`src/rtl/adder_accum_ctrl.sv`:
```
// Burst accumulator wrapped around an external combinational N-bit adder.
// Optional macro ACC_SATURATE_EN: on a carry-out, the accumulator saturates to all-ones.
//
// state | meaning
// IDLE  | waiting for start; the operand stream is not accepted
// ACCUM | accepting operands until the remaining count reaches zero
// DONE  | one-cycle done pulse, then back to IDLE
module adder_accum_ctrl #(
  parameter int N  = 4,
  parameter int CW = 4
) (
  input  logic          clk,
  input  logic          rst,
  input  logic          start,
  input  logic [CW-1:0] count,
  input  logic          in_valid,
  input  logic [N-1:0]  in_data,
  output logic          in_ready,
  output logic [N-1:0]  add_a,
  output logic [N-1:0]  add_b,
  input  logic [N-1:0]  add_sum,
  input  logic          add_cout,
  output logic [N-1:0]  acc_out,
  output logic          carry_flag,
  output logic          ovf_flag,
  output logic          zero_flag,
  output logic          neg_flag,
  output logic          busy,
  output logic          done
);

  typedef enum logic [1:0] {IDLE, ACCUM, DONE} state_t;

  state_t        state, state_nxt;
  logic [CW-1:0] remaining;
  logic [N-1:0]  acc;
  logic [N-1:0]  acc_load;
  logic          handshake;
  logic          ovf_now;

  assign add_a     = acc;
  assign add_b     = in_data;
  assign acc_out   = acc;
  assign zero_flag = (acc == '0);
  assign neg_flag  = acc[N-1];

  assign handshake = (state == ACCUM) && in_valid;
  // Signed overflow: both operands share a sign that the sum does not.
  assign ovf_now   = (add_a[N-1] == add_b[N-1]) && (add_sum[N-1] != add_a[N-1]);

`ifdef ACC_SATURATE_EN
  assign acc_load = add_cout ? {N{1'b1}} : add_sum;
`else
  assign acc_load = add_sum;
`endif

  always_comb begin
    state_nxt = state;
    in_ready  = 1'b0;
    busy      = 1'b0;
    done      = 1'b0;
    case (state)
      IDLE: begin
        if (start) state_nxt = (count == '0) ? DONE : ACCUM;
      end
      ACCUM: begin
        in_ready = 1'b1;
        busy     = 1'b1;
        if (in_valid && (remaining == CW'(1))) state_nxt = DONE;
      end
      DONE: begin
        busy      = 1'b1;
        done      = 1'b1;
        state_nxt = IDLE;
      end
      default: state_nxt = IDLE;
    endcase
  end

  always_ff @(posedge clk) begin
    if (rst) begin
      state      <= IDLE;
      remaining  <= '0;
      acc        <= '0;
      carry_flag <= 1'b0;
      ovf_flag   <= 1'b0;
    end else begin
      state <= state_nxt;
      if ((state == IDLE) && start) begin
        remaining  <= count;
        acc        <= '0;
        carry_flag <= 1'b0;
        ovf_flag   <= 1'b0;
      end else if (handshake) begin
        acc        <= acc_load;
        carry_flag <= carry_flag | add_cout;
        ovf_flag   <= ovf_flag | ovf_now;
        remaining  <= remaining - 1'b1;
      end
    end
  end

endmodule
```
`config.mk`:
```
export PLATFORM = sky130hd
export DESIGN_NAME = adder_accum_ctrl
export DESIGN_NICKNAME = d
export VERILOG_FILES = /design/src/rtl/adder_accum_ctrl.sv
export SDC_FILE = /design/constraint.sdc
export NUM_CORES = 1
export LEC_CHECK = 0
export BUFFER_PORTS_ARGS = -buffer_cell sky130_fd_sc_hd__buf_4
export CORE_ASPECT_RATIO = 0.75
export CORE_MARGIN = 3
export CORE_UTILIZATION = 39
export DETAILED_ROUTE_END_ITERATION = 6
export PLACE_DENSITY_LB_ADDON = 0.05
export RECOVER_POWER = 100
export SETUP_SLACK_MARGIN = 0.02
export SLEW_MARGIN = 5
export SYNTH_ARGS = -nofsm -noshare
export SYNTH_HDL_FRONTEND = slang
export SYNTH_SLANG_ARGS = --single-unit
```
`constraint.sdc`:
```
create_clock -name clk -period 1.35 [get_ports clk]
set_input_delay 0.0675 -clock clk [delete_from_list [all_inputs] [get_ports clk]]
set_output_delay 0.0675 -clock clk [all_outputs]
set_load 0.005 [all_outputs]
```
### Word level (Yosys, flattened, before mapping)

Index checks and enable logic that the tools add are counted.

| word-level totals | value |
|---|---|
| bits in registers | 12 |
| word-level logic and storage cells | 35 |
| input port bits | 17 |
| output and inout port bits | 19 |

| cells by class | value |
|---|---|
| reduce and logical (&&, ||, !) cells | 11 |
| equality and inequality tests | 7 |
| add/sub/neg operators | 1 |
| multiplexer cells | 9 |
| bitwise operators | 2 |

Operators with widths:

| cell | number |
|---|---|
| $logic_not 4->1 | 2 |
| $mux 4 | 2 |
| $mux 2 | 3 |
| $eq 4x1->1 const B | 1 |
| $logic_and 1x1->1 | 4 |
| $pmux 2 s2 | 1 |
| $reduce_or 2->1 | 2 |
| $sub 4x1->4 const B | 1 |
| $mux 1 | 3 |
| $eq 2x1->1 const B | 1 |
| $eq 2x2->1 const B | 1 |
| $logic_not 2->1 | 1 |
| $ne 2x1->1 const B | 1 |
| $ne 2x2->1 const B | 1 |
| $or 1x1->1 | 2 |
| $reduce_and 2->1 | 1 |
| $reduce_bool 2->1 | 1 |
| $eq 1x1->1 | 1 |
| $ne 1x1->1 | 1 |

### Longest topological paths before layout

Gate-level depths: netlist of the first run.

| logic depth | value |
|---|---|
| depth in word-level cells | 4 |
| gate-level depth with buffers | 6 |
| gate-level depth less buffers | 5 |

### Worst setup path after synthesis of the first run

Ideal clock, no wire load.

| path | value |
|---|---|
| path kind | reg-to-reg |
| from | register remaining[1] |
| to | register state[1] |
| data required time | 1.231 ns |
| cell stages (with the launch flop) | 6 |
| period minus slack after synthesis | 1.303 ns |
| arrival time | 1.184 ns |
| setup time | 0.119 ns |
| slack | 0.047 ns |
| buffers on the path | 0 |
| path through | dfxtp_1 > inv_1 > ha_1 > and4bb_2 > a2bb2oi_1 > o221a_2 |

| between the ends | value |
|---|---|
| longest elaborated chain between the ends | 4 |

Ends and longest elaborated chain:

| what | line | text |
|---|---|---|
| from (decl) | 35 | `logic [CW-1:0] remaining;` |
| from (signal assigned) | 90 | `remaining <= count;` |
| from (signal assigned) | 98 | `remaining <= remaining - 1'b1;` |
| $eq 4x1->1 | 69 | `if (in_valid && (remaining == CW'(1))) state_nxt = DONE;` |
| $logic_and 1x1->1 | 69 |  |
| $ne 2x1->1 (no source line) | - |  |
| $reduce_and 2->1 (no source line) | - |  |
| to (signal assigned) | 88 | `state <= state_nxt;` |
| to (decl) | 34 | `state_t state, state_nxt;` |

No other way between the ends.
A chain may end at the register's enable or synchronous reset.

### Worst setup path after layout of the first run

| path | value |
|---|---|
| from | register state[0] |
| to | register state[0] |

| between the ends | value |
|---|---|
| longest elaborated chain between the ends | 3 |
| elaborated cells on any way between the ends | 6 |
| those cells by class | 3 x eq/ne; 1 x mux; 2 x reduce/logical |

Ends and longest elaborated chain:

| what | line | text |
|---|---|---|
| $eq 2x1->1 or $logic_not 2->1 (tied branches) | 62 | `case (state)` |
| $ne 2x1->1 (no source line) or $ne 2x2->1 (tied branches) | - |  |
| $reduce_and 2->1 (no source line) | - |  |

Parallel ways exist; a longest one is shown, timed or not.

==> results of run 1 <==
[kinds of logic (layout without fill, tap and decap cells)]
kind of cell | count (synthesis) | after routing | share of synthesized area, %
buf+inv | 17 | 49 | 15.1
fa+ha+maj | 5 | 5 | 8.98
simple gates | 31 | 31 | 22.6
xor+xnor | 2 | 2 | 2.51
compound gates | 16 | 16 | 16.3
flops | 12 | 12 | 34.5
[per-stage QoR]
step / utilization (%) / instances / TNS (ns) / worst slack (ns)
finish: 62.9 / 136 / 0 / 0.0696
global route: 62.9 / 136 / -0.0193 / -0.0193
CTS: 61.7 / 136 / 0 / 0.0187
detailed placement: 59.0 / 132 / -0.0170 / -0.0170
global placement: 59.0 / 132 / 0 / 0.0414
floorplan: - / 83 / 0 / 0.0471
[critical path: stages, from the launching register on]
cell     delay (ns)
dfxtp_2        0.34
inv_1          0.10
ha_2           0.20
nand2_2        0.07
or3_1          0.34
o32ai_1        0.13
[where the power goes]
part | total [mW] | leakage (nW) | switching (mW) | internal (mW)
logic | 0.399 | 0.313 | 0.177 | 0.221
registers | 0.422 | 0.0988 | 0.0301 | 0.392
clock network | 0.273 | 0.0210 | 0.110 | 0.164
[per-layer routing]
layer	GRT usage, %	share of wire [%]
met1	21.2	49
met2	19.1	41
met5	0	0
met3	6.41	10
met4	2.49	0
[layout by cell type (no fill, tap or decap), drive strengths merged, types with 3 or more instances in the layout]
cell type  netlist  routed
buf             10      26
clkbuf           0      16
dfxtp           12      12
nand2           11      11
a21oi            7       7
nor2             7       7
inv              7       7
ha               5       5
nand3            3       3
[flip-flops by register name, summed over array words and instances, names as in the netlist]
signal	count
ovf_flag	1
acc_out	4
carry_flag	1
remaining	4
state	2
[final timing paths]
path | slack, ns | end | cells after the start | startpoint
worst max-delay path | 0.07 | state[0] | 5 | state[0]
worst min-delay path | 0.02 | remaining[1] | 2 | rst
worst max register to register | 0.07 | state[0] | 5 | state[0]
worst min register to register | 0.45 | ovf_flag | 2 | ovf_flag
[area by class of cell]
class,instances,area [sq um]
fillers,133,586
multi-input cells,54,378
repair buffers,38,282
flip-flops and latches,12,243
clock buffers,4,36.3
inverters,7,26.3
well taps,21,26.3
[timing repair]
action                                  CTS  global route
hold endpoints to repair                  0             0
setup buffers                             0             0
resized for setup                         2             8
pin swaps                                 0             2
endpoints found under the setup margin    3            11
==> results.py, run 1 <==
metrics = {
    "power": {
        "vdd_drop_max_mv": 0.904,
        "pwr_density_cell_mw_per_mm2": 1100,
        "p_leak_nw": 0.432,
        "p_total_mw": 1.09,
    },
    "worst_hold_path": {
        "hold_path_class": "input port to register",
    },
    "yosys": {
        "yosysUniqueCellTypes": 30,
        "synth.top_cells.by_count": "12 x dfxtp_1, 10 x nand2_1, 9 x buf_4",
        "yosysMostFrequentCell": "dfxtp_1",
        "ys_ff_latch": 12,
        "netlist.area_leader.share_pct": 34.5,
        "syn_avg_cell_area_sq_um": 8.40,
        "synth_largest_area_cell": "dfxtp_1",
        "yosys_warnings": 0,
        "synth_area_leaders": "dfxtp_1 34%, buf_4 9.7%, ha_1 9.0%",
        "syn-cell-area_sq_um": 697,
        "synth_edf_count": 0,
        "syn-instance-count": 83,
        "synth_fp_nets": 105,
        "synth_ff_type": "dfxtp_1",
        "async_flop_share_pct": 0,
        "yosysSeqAreaShare_pct": 34.5,
    },
    "final_layout": {
        "final_cell_area_sq_um": 991,
        "nNetsFinal": 138,
        "area_growth_pct": 42.2,
        "antenna_cells": 0,
        "drive_gt1_share_pct": 46.1,
    },
    "cts": {
        "clk_path_buf_depth": 2,
        "cts_tree": "built",
        "clock_sinks": 12,
        "clkLatencyLatePin_ns": 0.26,
        "cts.reportedPaths.clkPinSlew_ns": 0.07,
        "cts_hold_buffers": 0,
        "htree_levels": 1,
        "cts_buffers": 3,
        "cts-root-buf": "clkbuf_4",
    },
    "status": {
        "outcome": "finished, final reports clean",
    },
    "global_routing": {
        "grt_overflow": 0,
        "first_global_vias": 540,
        "grt_pass1_wl_um": 2420,
        "grt_start_max_net_pins": 9,
        "grt_usage_pct": 14.4,
        "grt_antenna_before_repair": 0,
    },
    "route": {
        "drtIter0Drc": 10,
        "routed_wl_um": 1540,
        "routed_via_density": 4.73,
        "drt-pass1-iter-count": 4,
        "num_vias": 643,
        "ant_nets": 0,
        "wl_per_cell_um": 11.3,
        "drc": 0,
    },
    "floorplanning": {
        "die_x_um": 54.8,
        "die_area_sq_mm": 0.00234,
        "initial_utilization_pct": 44.2,
        "die_h_um": 42.6,
        "io_pins": 36,
        "core_sq_mm": 0.00158,
        "row_count": 12,
    },
    "timing": {
        "finalHoldViolations": 0,
        "drv_slew": 0,
        "holdWs_ns": 0.0176,
        "fin_crit_ns": 1.28,
        "clock.fmax_mhz": 781,
        "fin_crit_sh_pct": 94.8,
        "tightest_slew_ns": 0.479,
        "fin_skew_ns": 0.00204,
        "rsz0062_at_grt": "true",
        "max_slew_margin_pct": 67.7,
        "setup_viol_count_final": 0,
    },
    "setup_path": {
        "crit_fanout": 3,
        "worst-setup-path-type": "register to register",
        "crit_required_ns": 1.52,
        "cp-start-kind": "register",
        "end_kind": "register",
        "cp.arrival_ns": 1.45,
    },
    "placement": {
        "hpwl_um": 1260,
        "port-buffer-count": 29,
        "place_congestion": 0.746,
        "detailed_place.area_sq_um": 930,
    },
    "job": {
        "maxCapViolCount": 0,
    },
}
Power figures use the tool's default switching activity.
==> run 2, diff against run 1 <==
ABC_AREA = 1   (was default)
CORE_UTILIZATION = 40   (was 39)
==> run 2 against run 1 <==
Maximum frequency increased by 2.2%. Sequential power fell by 4%. Non-clock buffer count down 7. Combinational power shrank 22%. Worst setup slack improved by 0.028 ns. Clock skew increased by 0.00072 ns. Sequential share of layout area about the same. Sequential cell count is the same. Utilization decreased by 2.3 points. Critical endpoint is now remaining[3]. Largest cell class unchanged.
==> results.py, run 2 <==
metrics = {
    "status": {
        "outcome": "finished, final reports clean",
    },
    "power": {
        "vdd_drop_max_mv": 0.841,
        "p_total_mw": 0.995,
        "pwr_density_cell_mw_per_mm2": 1010,
        "p_leak_nw": 0.473,
    },
    "yosys": {
        "synth_largest_area_cell": "dfxtp_1",
        "synth.top_cells.by_count": "27 x nand2_1, 13 x inv_1, 12 x dfxtp_1, 9 x a21oi_1, 9 x buf_4",
        "synth_fp_nets": 127,
        "syn-instance-count": 105,
        "synth_ff_type": "dfxtp_1",
        "yosys_warnings": 0,
        "yosysSeqAreaShare_pct": 31.6,
        "yosysUniqueCellTypes": 22,
        "synth_area_leaders": "dfxtp_1 32%, nand2_1 13%, buf_4 8.9%",
        "yosysMostFrequentCell": "nand2_1",
        "syn-cell-area_sq_um": 759,
        "async_flop_share_pct": 0,
        "synth_edf_count": 0,
        "netlist.area_leader.share_pct": 31.6,
        "ys_ff_latch": 12,
        "syn_avg_cell_area_sq_um": 7.23,
    },
    "final_layout": {
        "final_common_cell": "nand2_1",
        "area_growth_pct": 29.3,
        "final_cell_area_sq_um": 982,
        "final_cell_mix": "27 x nand2_1, 17 x clkbuf_4, 16 x buf_4",
        "drive_gt1_share_pct": 36.6,
        "fin_util_pct": 60.6,
        "antenna_cells": 0,
        "layoutNonFillerInstCount": 152,
        "nNetsFinal": 154,
    },
    "cts": {
        "htree_levels": 1,
        "clock_sinks": 12,
        "cts.reportedPaths.clkPinSlew_ns": 0.07,
        "clkLatencyLatePin_ns": 0.27,
        "cts_tree": "built",
        "cts_buffers": 3,
        "cts-root-buf": "clkbuf_4",
        "clk_path_buf_depth": 2,
    },
    "timing": {
        "finalHoldViolations": 0,
        "rsz0062_at_grt": "false",
        "fin_crit_ns": 1.25,
        "holdWs_ns": 0.0493,
        "drv_slew": 0,
        "fin_skew_ns": 0.00276,
        "tightest_slew_ns": 0.239,
        "setup_viol_count_final": 0,
        "setup_ws_ns": 0.0977,
        "setup_tns_ns": 0,
        "max_slew_margin_pct": 83.9,
        "fin_crit_sh_pct": 92.8,
        "clock.fmax_mhz": 799,
    },
    "setup_path": {
        "path_cells": "inv_1 > ha_1 > nand2_4 > inv_2 > nor2_4 > nand3_1 > a21oi_2",
        "crit_required_ns": 1.56,
        "cp.arrival_ns": 1.46,
        "cpMaxStageDelayCell": "dfxtp_1",
        "critPathMaxStageDelay_ns": 0.36,
        "crit_fanout": 6,
        "end_kind": "register",
        "worst-setup-path-type": "register to register",
        "cp-start-kind": "register",
    },
    "global_routing": {
        "first_global_vias": 572,
        "grt_start_max_net_pins": 9,
        "grt_usage_pct": 12.8,
        "grt_antenna_before_repair": 0,
        "grt_overflow": 0,
        "grt_pass1_wl_um": 2490,
    },
    "route": {
        "routed_via_density": 4.53,
        "drtIter0Drc": 4,
        "drc": 0,
        "drt-pass1-iter-count": 4,
        "routed_wl_um": 1570,
        "ant_nets": 0,
        "num_vias": 689,
        "wl_per_cell_um": 10.3,
    },
    "floorplanning": {
        "io_pins": 36,
        "initial_utilization_pct": 46.8,
        "die_x_um": 56.3,
        "row_count": 12,
        "core_sq_mm": 0.00162,
        "die_h_um": 43.7,
        "die_area_sq_mm": 0.00246,
    },
    "worst_hold_path": {
        "hold_path_class": "input port to register",
    },
    "job": {
        "maxCapViolCount": 0,
    },
    "placement": {
        "place_congestion": 0.762,
        "detailed_place.area_sq_um": 936,
        "dpl_worst_slack_ns": 0.0907,
        "port-buffer-count": 29,
        "placedCellCount": 146,
        "hpwl_um": 1270,
    },
}
## run 2: cell count changes in the layout (fill, tap and decap cells not counted), sizes merged, moves of 2 or more
cell and change:
nor2 -2, a21oi +4, nand2 +21, a31oi +2, clkbuf +2, nand3 +2, inv +10, o21ai +2
a211oi -2, buf -10
## run 2: cell type report
class / count / area (sq um)
inverters: 17 / 63.8
well taps: 21 / 26.3
multi-input cells: 67 / 380
repair buffers: 31 / 235
clock buffers: 4 / 36.3
fillers: 162 / 639
flip-flops and latches: 12 / 240
## run 2: power by group
group | internal (mW) | total, mW | switching (mW)
combinational | 0.143 | 0.312 | 0.169
sequential | 0.382 | 0.404 | 0.0216
clock | 0.164 | 0.279 | 0.115
## run 2: repair_timing
item	4_1_cts	5_1_grt
gates resized for setup	0	1
hold endpoints to repair	4	0
setup buffers	0	1
hold buffers	1	0
endpoints found under the setup margin	0	5
## run 2: critical path: cells and delay by family, from the launching register on
family | cells | cell delay, ns
AOI/OAI and AO/OA | 1 | 0.12
adders and majority gates | 1 | 0.25
buffers and inverters | 2 | 0.15
DFF | 1 | 0.36
and+or+nand+nor | 3 | 0.31
## run 2: worst paths after layout
path | from | to | slack, ns | cells after the start
max | state[0] | remaining[3] | 0.1 | 7
min | add_sum[2] | acc_out[2] | 0.05 | 3
max reg2reg | state[0] | remaining[3] | 0.1 | 7
min reg2reg | carry_flag | carry_flag | 0.45 | 2
## run 2: kinds of logic (layout without fill, tap and decap cells)
group / after synthesis / count (layout) / share of synthesized area (%)
adder cells (fa/ha/maj): 5 / 5 / 8.24
flip-flops: 12 / 12 / 31.6
AO/OA/AOI/OAI: 17 / 17 / 13.3
AND/OR/NAND/NOR: 45 / 45 / 28.2
buffers and inverters: 26 / 52 / 18.6
## run 2: metal layers
| layer | vias up | share of wire [%] | GRT usage (%) | wire, um |
|---|---|---|---|---|
| met5 | - | 0 | 0 | 0 |
| met4 | 0 | 0 | 2.37 | 0 |
| met2 | 22 | 41 | 18.6 | 647 |
| met1 | 293 | 50 | 17.2 | 790 |
| met3 | 0 | 8.3 | 6.25 | 130 |
| li1 | 374 | - | - | - |
